[src/rtl/ulpi_pkg.sv]
// ---------------------------------------------------------------------------
// ulpi_pkg
// Shared types and constants for the ULPI link layer with command buffering.
//   ulpi_bus_state_t : bus ownership / transfer state of the link FSM
//   ULPI_IDLE_BYTE   : value driven on the bus when the link has nothing to send
//   cmd_entry_t      : one queued command byte plus its end-of-packet flag
// ---------------------------------------------------------------------------
package ulpi_pkg;

    localparam int ULPI_W = 8;

    localparam logic [ULPI_W-1:0] ULPI_IDLE_BYTE = 8'h00;

    typedef enum logic [2:0] {
        ST_IDLE,
        ST_TX,
        ST_STP,
        ST_TURN_IN,
        ST_RX,
        ST_TURN_OUT
    } ulpi_bus_state_t;

    typedef struct packed {
        logic              last;
        logic [ULPI_W-1:0] data;
    } cmd_entry_t;

endpackage

[src/rtl/ulpi_cmd_fifo.sv]
// ---------------------------------------------------------------------------
// ulpi_cmd_fifo
// Synchronous FIFO of command entries between the system side and the bus FSM.
// Ports:
//   clk, reset  : clock, asynchronous active-high reset (empties the FIFO)
//   push        : write request; ignored while full
//   push_data   : entry to write
//   pop         : read request; ignored while empty
//   head        : entry at the read pointer (valid when !empty)
//   empty       : no entries stored
//   full        : registered full flag, rises the cycle after the filling write
// ---------------------------------------------------------------------------
module ulpi_cmd_fifo
    import ulpi_pkg::*;
#(
    parameter int CMD_DEPTH = 4
) (
    input  logic       clk,
    input  logic       reset,
    input  logic       push,
    input  cmd_entry_t push_data,
    input  logic       pop,
    output cmd_entry_t head,
    output logic       empty,
    output logic       full
);

    localparam int AW = (CMD_DEPTH > 1) ? $clog2(CMD_DEPTH) : 1;

    if ((CMD_DEPTH < 2) || ((CMD_DEPTH & (CMD_DEPTH - 1)) != 0)) begin : g_bad_depth
        $error("ulpi_cmd_fifo: CMD_DEPTH must be a power of two and at least 2");
    end

    // Pointers carry one extra wrap bit so full and empty can be told apart.
    logic [AW:0] wr_ptr;
    logic [AW:0] rd_ptr;
    logic [AW:0] wr_ptr_nxt;
    logic [AW:0] rd_ptr_nxt;
    logic        do_push;
    logic        do_pop;

    cmd_entry_t mem [CMD_DEPTH];

    assign do_push    = push && !full;
    assign do_pop     = pop && !empty;
    assign wr_ptr_nxt = wr_ptr + {{AW{1'b0}}, do_push};
    assign rd_ptr_nxt = rd_ptr + {{AW{1'b0}}, do_pop};

    always_ff @(posedge clk or posedge reset) begin
        // NOTE: state registers use non-blocking assignments so every flop
        // samples the pre-edge values of the others.
        if (reset) begin
            wr_ptr <= '0;
            rd_ptr <= '0;
            full   <= 1'b0;
        end else begin
            wr_ptr <= wr_ptr_nxt;
            rd_ptr <= rd_ptr_nxt;
            full   <= (wr_ptr_nxt[AW] != rd_ptr_nxt[AW]) &&
                      (wr_ptr_nxt[AW-1:0] == rd_ptr_nxt[AW-1:0]);
        end
    end

    // NOTE: the storage array is deliberately not reset; the pointers alone
    // define which entries are valid, so stale contents are never observed.
    always_ff @(posedge clk) begin
        if (do_push) begin
            mem[wr_ptr[AW-1:0]] <= push_data;
        end
    end

    assign empty = (wr_ptr == rd_ptr);
    assign head  = mem[rd_ptr[AW-1:0]];

endmodule

[src/rtl/ulpi_link_buf.sv]
// ---------------------------------------------------------------------------
// ulpi_link_buf
// ULPI link-layer controller with a buffered, packet-framed command path.
// Ports:
//   clk, reset          : 60 MHz ULPI clock, asynchronous active-high reset
//   cmd, cmd_last       : byte to queue and its end-of-packet marker
//   cmd_strobe          : enqueue request, ignored while cmd_busy
//   cmd_busy            : command FIFO full
//   ulpi_dir, ulpi_nxt  : PHY bus direction and throttle
//   ulpi_data_i/_o/_oe  : ULPI data bus input, output and link output enable
//   ulpi_stp            : end-of-packet strobe towards the PHY
//   rx_data, rx_valid   : received USB data byte, one-cycle valid per byte
//   rx_cmd, rx_cmd_valid: latest RX CMD byte (held) and its update pulse
//   rx_active           : PHY owns the bus and the turnaround is over
// ---------------------------------------------------------------------------
module ulpi_link_buf
    import ulpi_pkg::*;
#(
    parameter int CMD_DEPTH = 4,
    parameter int DATA_W    = 8
) (
    input  logic              clk,
    input  logic              reset,
    input  logic [DATA_W-1:0] cmd,
    input  logic              cmd_last,
    input  logic              cmd_strobe,
    output logic              cmd_busy,
    input  logic              ulpi_dir,
    input  logic              ulpi_nxt,
    input  logic [DATA_W-1:0] ulpi_data_i,
    output logic [DATA_W-1:0] ulpi_data_o,
    output logic              ulpi_data_oe,
    output logic              ulpi_stp,
    output logic [DATA_W-1:0] rx_data,
    output logic              rx_valid,
    output logic [DATA_W-1:0] rx_cmd,
    output logic              rx_cmd_valid,
    output logic              rx_active
);

    if (DATA_W != 8) begin : g_bad_width
        $error("ulpi_link_buf: only DATA_W = 8 is supported");
    end

    ulpi_bus_state_t state;
    ulpi_bus_state_t state_nxt;

    cmd_entry_t fifo_head;
    logic       fifo_empty;
    logic       fifo_full;
    logic       fifo_pop;
    logic       drive;

    ulpi_cmd_fifo #(
        .CMD_DEPTH (CMD_DEPTH)
    ) u_cmd_fifo (
        .clk       (clk),
        .reset     (reset),
        .push      (cmd_strobe),
        .push_data ('{last: cmd_last, data: cmd}),
        .pop       (fifo_pop),
        .head      (fifo_head),
        .empty     (fifo_empty),
        .full      (fifo_full)
    );

    assign cmd_busy = fifo_full;

    // State register.
    always_ff @(posedge clk or posedge reset) begin
        if (reset) begin
            state <= ST_IDLE;
        end else begin
            state <= state_nxt;
        end
    end

    // Next-state logic. A rising dir always wins over transmit progress,
    // except in STP where the stp cycle is completed first.
    always_comb begin
        // NOTE: default assignment first so no path leaves state_nxt unassigned,
        // which would otherwise infer a latch.
        state_nxt = state;
        case (state)
            ST_IDLE: begin
                if (ulpi_dir)         state_nxt = ST_TURN_IN;
                else if (!fifo_empty) state_nxt = ST_TX;
            end
            ST_TX: begin
                if (ulpi_dir)
                    state_nxt = ST_TURN_IN;
                else if (ulpi_nxt && !fifo_empty && fifo_head.last)
                    state_nxt = ST_STP;
            end
            ST_STP:      state_nxt = ulpi_dir ? ST_TURN_IN : ST_IDLE;
            ST_TURN_IN:  state_nxt = ulpi_dir ? ST_RX : ST_TURN_OUT;
            ST_RX:       state_nxt = ulpi_dir ? ST_RX : ST_TURN_OUT;
            ST_TURN_OUT: state_nxt = ulpi_dir ? ST_RX : ST_IDLE;
            default:     state_nxt = ST_IDLE;
        endcase
    end

    // Output logic. With the FIFO drained mid-packet TX keeps the bus at the
    // idle byte until the next entry arrives.
    always_comb begin
        drive       = 1'b0;
        ulpi_data_o = ULPI_IDLE_BYTE;
        ulpi_stp    = 1'b0;
        fifo_pop    = 1'b0;
        case (state)
            ST_IDLE: drive = 1'b1;
            ST_TX: begin
                drive    = 1'b1;
                if (!fifo_empty) ulpi_data_o = fifo_head.data;
                fifo_pop = !ulpi_dir && ulpi_nxt && !fifo_empty;
            end
            ST_STP: begin
                drive    = 1'b1;
                ulpi_stp = 1'b1;
            end
            default: ;
        endcase
    end

    // The enable drops combinationally with dir so the link never fights the
    // PHY, and is held low while reset is asserted.
    assign ulpi_data_oe = drive && !ulpi_dir && !reset;
    assign rx_active    = (state == ST_RX) && ulpi_dir;

    // RX decode: nxt separates USB data bytes from RX CMD status bytes.
    always_ff @(posedge clk or posedge reset) begin
        if (reset) begin
            rx_data      <= '0;
            rx_valid     <= 1'b0;
            rx_cmd       <= '0;
            rx_cmd_valid <= 1'b0;
        end else begin
            rx_valid     <= 1'b0;
            rx_cmd_valid <= 1'b0;
            if (state == ST_RX && ulpi_dir) begin
                if (ulpi_nxt) begin
                    rx_data  <= ulpi_data_i;
                    rx_valid <= 1'b1;
                end else begin
                    rx_cmd       <= ulpi_data_i;
                    rx_cmd_valid <= 1'b1;
                end
            end
        end
    end

endmodule

[config.mk]
export PLATFORM = sky130hd
export DESIGN_NAME = ulpi_link_buf
export DESIGN_NICKNAME = d
export VERILOG_FILES = /design/src/rtl/ulpi_pkg.sv /design/src/rtl/ulpi_cmd_fifo.sv /design/src/rtl/ulpi_link_buf.sv
export SDC_FILE = /design/constraint.sdc
export NUM_CORES = 1
export LEC_CHECK = 0
export ABC_AREA = 1
export BUFFER_PORTS_ARGS = -buffer_cell sky130_fd_sc_hd__buf_2
export CAP_MARGIN = 25
export CELL_PAD_IN_SITES_DETAIL_PLACEMENT = 0
export CELL_PAD_IN_SITES_GLOBAL_PLACEMENT = 1
export CORE_MARGIN = 8
export CORE_UTILIZATION = 46
export CTS_CLUSTER_DIAMETER = 200
export CTS_CLUSTER_SIZE = 40
export DETAILED_ROUTE_END_ITERATION = 8
export PLACE_DENSITY_LB_ADDON = 0.1
export SLEW_MARGIN = 20
export SYNTH_ARGS = -nofsm -noshare
export SYNTH_HDL_FRONTEND = slang
export SYNTH_HIERARCHICAL = 1
export SYNTH_SLANG_ARGS = --single-unit
[constraint.sdc]
create_clock -name clk -period 5.6 [get_ports clk]
set_input_delay 0.84 -clock clk [delete_from_list [all_inputs] [get_ports clk]]
set_output_delay 0.84 -clock clk [all_outputs]
set_load 0.02 [all_outputs]
==> results.ini, run 1 <==
[yosys]
yosys-top-cells-area=edfxtp_1 (38%), dfrtp_1 (25%), nand2_1 (7.7%)
synth_area_sq_um=2840
synth.most_common_cell=nand2_1
synth_area_per_cell_sq_um=10.7
async_flop_share=0.438
ys.flop_type=edfxtp_1
ys_seq_area_frac=0.627
synth_edf_count=36
synth.net_count=291
yosysTopAreaCell=edfxtp_1
yosysTopAreaCellShare=0.380
synth_seq_cells=64
synthDistinctLibCells=26
synthTopCellsByCount=nand2_1 (58), edfxtp_1 (36), nor2_1 (30)
yosysWarningCount=6
post_synth_inst_count=265

[placed_design]
portBuffers=51
place_area_sq_um=3130
gp_congestion=0.724
dpl.cell_count=385
pre_cts_slack_ns=2.74
dp_hpwl_um=4080

[drt]
antenna_left=0
via_count=1947
wl_per_cell_um=14.5
vias_per_cell=4.86
drt_iter0_drc=105
drc_errors=0
routed_wl_um=5820
drtPass1Iterations=4

[global_routing]
grt_pass1_vias=1902
grt_antenna_before_repair=0
grt_max_degree=22
grt_pass1_wl_um=9560
grtUsageTotal=0.141
grt_overflow=0

[layout]
area_growth_syn_to_layout_pct=17.5
postLayoutCellArea_sq_um=3340
fin_cells=401
final_layout_size_suffix_gt1_frac=0.294
num-fill-cells=552
insertedDiodeCount=0
final_nets=347

[worst_hold_path]
hold_path.class=in -> async

[cts]
clockBufferDepth=2
cts_buffers=9
ctsHoldBuffers=0
cts_resized=0
postCtsSetupRepairBufs=0
clk_latency_ns=0.33
h-tree-depth=3
clock-root-buffer=clkbuf_8
cts_tree=built
numClockSinks=64
clkTransAtPathRegs_ns=0.06

[flow_run]
max-cap-violations=0

[pwr]
powerDensity_nw_per_um2=568
leakagePower_nw=1.57
peakVddDrop_v=0.000250
power_w=0.00190

[critical_path]
path_max_fanout=21
setup.worst_path.end_class=primary output
critPathLaunchType=register
critPathLaunch=u_cmd_fifo/rd_ptr[0]
timing.rr.start=u_cmd_fifo/rd_ptr[0]
r2r_setup_slack_ns=2.97
critPathRequiredTime_ns=4.76
worst_ep_arrival_time_ns=2.37
endpoint=ulpi_data_o[2]
worst-setup-path-type=reg -> out
reg2reg_to=u_cmd_fifo/full
reg2reg_depth=13

[timing]
fin_worst_skew_ns=0.00655
fin_ws_ns=2.39
max_freq_mhz=312
final.setup.tns_ns=0
min_period_over_period=0.572
period_minus_slack_ns=3.21
rsz0062_at_grt=no
setup-violations-final=0
report.final.slew_viol_count=0
hold_viol_final=0
relSlewSlack=0.371
tightestPinTransition_ns=0.938

[outcome]
status=complete, no violations

[die]
num_rows=28
die_w_um=94.6
dieArea_sq_um=8950
core_sq_um=5960
die_y_um=94.6
initial_core_util=0.477
io_pins=52

==> final cells by class <==
| cell class | count | area (sq um) | share of cell area |
|---|---|---|---|
| Tap cell | 75 | 93.8 | 0.0281 |
| Inverter | 33 | 124 | 0.0371 |
| Sequential cell | 64 | 1780 | 0.533 |
| Timing Repair Buffer | 53 | 270 | 0.0809 |
| Clock buffer | 12 | 155 | 0.0464 |
| Multi-Input combinational cell | 160 | 865 | 0.259 |
| Clock inverter | 4 | 51.3 | 0.0154 |
==> worst min path at each step <==
stage | from | endpoint | slack [ns] | cells after the start
after detailed placement | rx_data[2] | rx_data[2] | 0.46 | 2
after CTS | reset | u_cmd_fifo/wr_ptr[2] | 0.45 | 2
after global routing | reset | u_cmd_fifo/rd_ptr[2] | 0.47 | 2
after global placement | rx_data[2] | rx_data[2] | 0.46 | 2
final | reset | u_cmd_fifo/wr_ptr[2] | 0.45 | 2
after floorplan | u_cmd_fifo/wr_ptr[2] | u_cmd_fifo/wr_ptr[2] | 0.50 | 2
==> cells by family (layout without fill, tap and decap cells) <==
kind of cell	Yosys count	count (layout)	synth area share
and+or+nand+nor	107	107	0.164
DFF	64	64	0.627
AOI/OAI and AO/OA	46	46	0.110
buffers and inverters	41	102	0.0726
adders and majority gates	4	4	0.0176
xor gates and xnor gates	3	3	0.00924
==> per-layer routing <==
metal | track usage | share of wire
met5 | 0 | 0
met4 | 0.0702 | 0.021
met3 | 0.0397 | 0.050
met2 | 0.209 | 0.47
met1 | 0.186 | 0.46
==> layout by cell type (no fill, tap or decap), types with 6 or more instances in the layout <==
cell type  instances
o21ai_0           18
inv_1             29
edfxtp_1          36
nand3_1            6
nand2_1           58
o21ai_2           17
nor2_1            30
buf_2             51
clkbuf_8          11
o22ai_1            8
dfrtp_1           28
==> state kept, by name, summed over array words and instances, names as in the netlist <==
signal,cells
u_cmd_fifo/mem,36
rx_cmd,8
rx_data,8
state,3
u_cmd_fifo/rd_ptr,3
u_cmd_fifo/wr_ptr,3
rx_cmd_valid,1
rx_valid,1
u_cmd_fifo/full,1
==> per-stage QoR <==
stage	utilization	hold WS [ns]
3_5_place_dp	0.526	0.462
3_3_place_gp	0.526	0.460
2_1_floorplan	-	0.503
4_1_cts	0.561	0.446
6_report	0.561	0.448
5_1_grt	0.561	0.470
==> critical path, stage by stage (launching register included) <==
cell and delay, ns:
dfrtp_1 0.62, inv_2 0.38, nand2_1 0.09, nand2_1 0.07, nand3_1 0.09, inv_1 0.11
clkinv_1 0.29, nand2_1 0.16, nor2_1 0.06, buf_2 0.18
==> power by group <==
group | total [W] | internal (W) | switching [W]
sequential | 0.000760 | 0.000646 | 0.000114
combinational | 0.000729 | 0.000256 | 0.000473
clock | 0.000407 | 0.000231 | 0.000176
total | 0.00190 | 0.00113 | 0.000763
(Power assumes the default switching activity.)
==> run 2: changes to the inputs <==
Settings changed: CORE_UTILIZATION 46 to 39.
Clock period 5.6 ns to 2.8 ns, I/O delays scaled along.
==> results.ini, run 2 (synthesized netlist as in run 1, its figures left out) <==
[cts]
h-tree-depth=3  ; unchanged
clockBufferDepth=2  ; unchanged
cts_buffers=9  ; unchanged
cts_resized=0  ; unchanged
clkTransAtPathRegs_ns=0.07  ; about the same
clock-root-buffer=clkbuf_8
postCtsSetupRepairBufs=0  ; unchanged
ctsHoldBuffers=0  ; unchanged
clk_latency_ns=0.33  ; about the same
cts_tree=built
numClockSinks=64  ; unchanged

[pwr]
peakVddDrop_v=0.000495  ; +98%
p_sw_frac=0.398  ; -0.00472
pwr-share-clk=0.204  ; -0.011
switching_power_w=0.00150  ; +96%
p_int_w=0.00227  ; +100%
leakagePower_nw=1.59  ; +0.88%
seqPwrFrac=0.393  ; -0.008
powerDensity_nw_per_um2=1110  ; +96%
comb_power_share=0.404  ; +0.020

[placed_design]
dpl.cell_count=414  ; +7.5%
gp_congestion=0.716  ; -1.1%
dp_hpwl_um=4240  ; +4.0%
portBuffers=51  ; unchanged
place_area_sq_um=3190  ; +1.8%

[critical_path]
reg2reg_to=u_cmd_fifo/full
reg2reg_depth=11  ; -2
worst_ep_arrival_time_ns=1.96  ; -0.41 ns
path_max_fanout=12  ; -43%
critPathRequiredTime_ns=2.38  ; -2.38 ns
setup.worst_path.end_class=primary output
timing.rr.start=u_cmd_fifo/rd_ptr[1]
r2r_setup_slack_ns=0.64  ; -2.33 ns
critPathLaunchType=register
worst-setup-path-type=reg -> out

[timing]
fin_worst_skew_ns=0.00880  ; +0.00225 ns
relSlewSlack=0.452  ; +0.0808
final.setup.tns_ns=0  ; unchanged
tightestPinTransition_ns=0.821  ; -0.117 ns
holdWs_ns=0.0472  ; -0.401 ns
period_minus_slack_ns=2.38
report.final.slew_viol_count=0  ; unchanged
rsz0062_at_grt=no
hold_viol_final=0  ; unchanged
setup-violations-final=0  ; unchanged
min_period_over_period=0.849
max_freq_mhz=421

[layout]
postLayoutCellArea_sq_um=3380  ; +1.3%
final_layout_size_suffix_gt1_frac=0.293  ; -0.00143
final_cell_mix=nand2_1 (58), buf_2 (51), edfxtp_1 (36), nor2_1 (30), inv_1 (29)
multi_input_area_sq_um=855  ; -1.2%
final_nets=352  ; +1.4%
area_growth_syn_to_layout_pct=19.0
largest_register_ffs=36  ; unchanged
num-fill-cells=720  ; +30%
insertedDiodeCount=0  ; unchanged
regArea_sq_um=1780  ; unchanged
fin_cells=430  ; +7.2%
mostFrequentLayoutCell=nand2_1

[die]
initial_core_util=0.398  ; -0.0790
die_w_um=101  ; +7.2%
die_y_um=101  ; +7.2%
io_pins=52  ; unchanged
dieArea_sq_um=10300  ; +15%
num_rows=31  ; +11%
core_sq_um=7140  ; +20%

[drt]
antenna_left=0  ; unchanged
vias_per_cell=4.50  ; -7.4%
wl_per_cell_um=13.7  ; -5.8%
drtPass1Iterations=4  ; unchanged
drc_errors=0  ; unchanged
routed_wl_um=5880  ; +0.98%
drt_iter0_drc=46  ; -56%
via_count=1933  ; -0.72%

[global_routing]
grt_antenna_before_repair=0  ; unchanged
grt_pass1_vias=2034  ; +6.9%
grt_overflow=0  ; unchanged
grt_pass1_wl_um=9850  ; +3.1%
grt_max_degree=22  ; unchanged
grtUsageTotal=0.126  ; -0.0146

[worst_hold_path]
hold_path.class=in -> async

[outcome]
status=complete, no violations

[flow_run]
max-cap-violations=0  ; unchanged

run 2: critical path, stage by stage, from the launching register on:
cell and delay [ns]:
dfrtp_1 0.63, xnor2_1 0.17, nand3_1 0.10, inv_1 0.11, clkinv_1 0.26, nand2_1 0.14, nor2_1 0.05, buf_2 0.15
run 2: final cells by class:
cell class                      count  area share
Clock buffer                       13      0.0440
Clock inverter                      3      0.0126
Tap cell                           99      0.0366
Timing Repair Buffer               58      0.0910
Multi-Input combinational cell    160       0.253
Sequential cell                    64       0.527
Inverter                           33      0.0366
run 2: power groups by stage:
stage	registers (W)	clock network, W	logic, W
2_1_floorplan	0.00161	0	0.00101
3_3_place_gp	0.00150	0	0.00155
3_5_place_dp	0.00150	0	0.00155
4_1_cts	0.00148	0.000793	0.00155
5_1_grt	0.00152	0.000828	0.00173
6_report	0.00148	0.000768	0.00152
run 2: how the worst max path moves through the flow:
| stage | slack, ns | end | cells after the start | from |
|---|---|---|---|---|
| final | 0.42 | ulpi_data_o[5] | 7 | u_cmd_fifo/rd_ptr[1] |
| after global routing | 0.16 | ulpi_data_o[2] | 9 | u_cmd_fifo/rd_ptr[0] |
| after CTS | 0.37 | ulpi_data_o[5] | 7 | u_cmd_fifo/rd_ptr[1] |
| after detailed placement | 0.65 | u_cmd_fifo/full | 11 | u_cmd_fifo/rd_ptr[1] |
| after global placement | 0.65 | u_cmd_fifo/full | 11 | u_cmd_fifo/rd_ptr[1] |
| after floorplan | 0.94 | u_cmd_fifo/full | 13 | u_cmd_fifo/rd_ptr[0] |
run 2: per-layer routing:
layer / global-route usage / part of all wire / routed length, um / up-vias
li1: - / - / - / 999
met1: 0.154 / 0.46 / 2700 / 895
met2: 0.200 / 0.47 / 2780 / 34
met3: 0.0467 / 0.061 / 361 / 5
met4: 0.0481 / 0.0065 / 38 / 0
met5: 0 / 0 / 0 / -
run 2: stage by stage:
stage,util,power [W],setup slack [ns]
finish,0.474,0.00377,0.423
global route,0.474,0.00408,0.157
CTS,0.474,0.00383,0.366
detailed placement,0.447,0.00305,0.647
global placement,0.447,0.00305,0.646
floorplan,-,0.00262,0.940
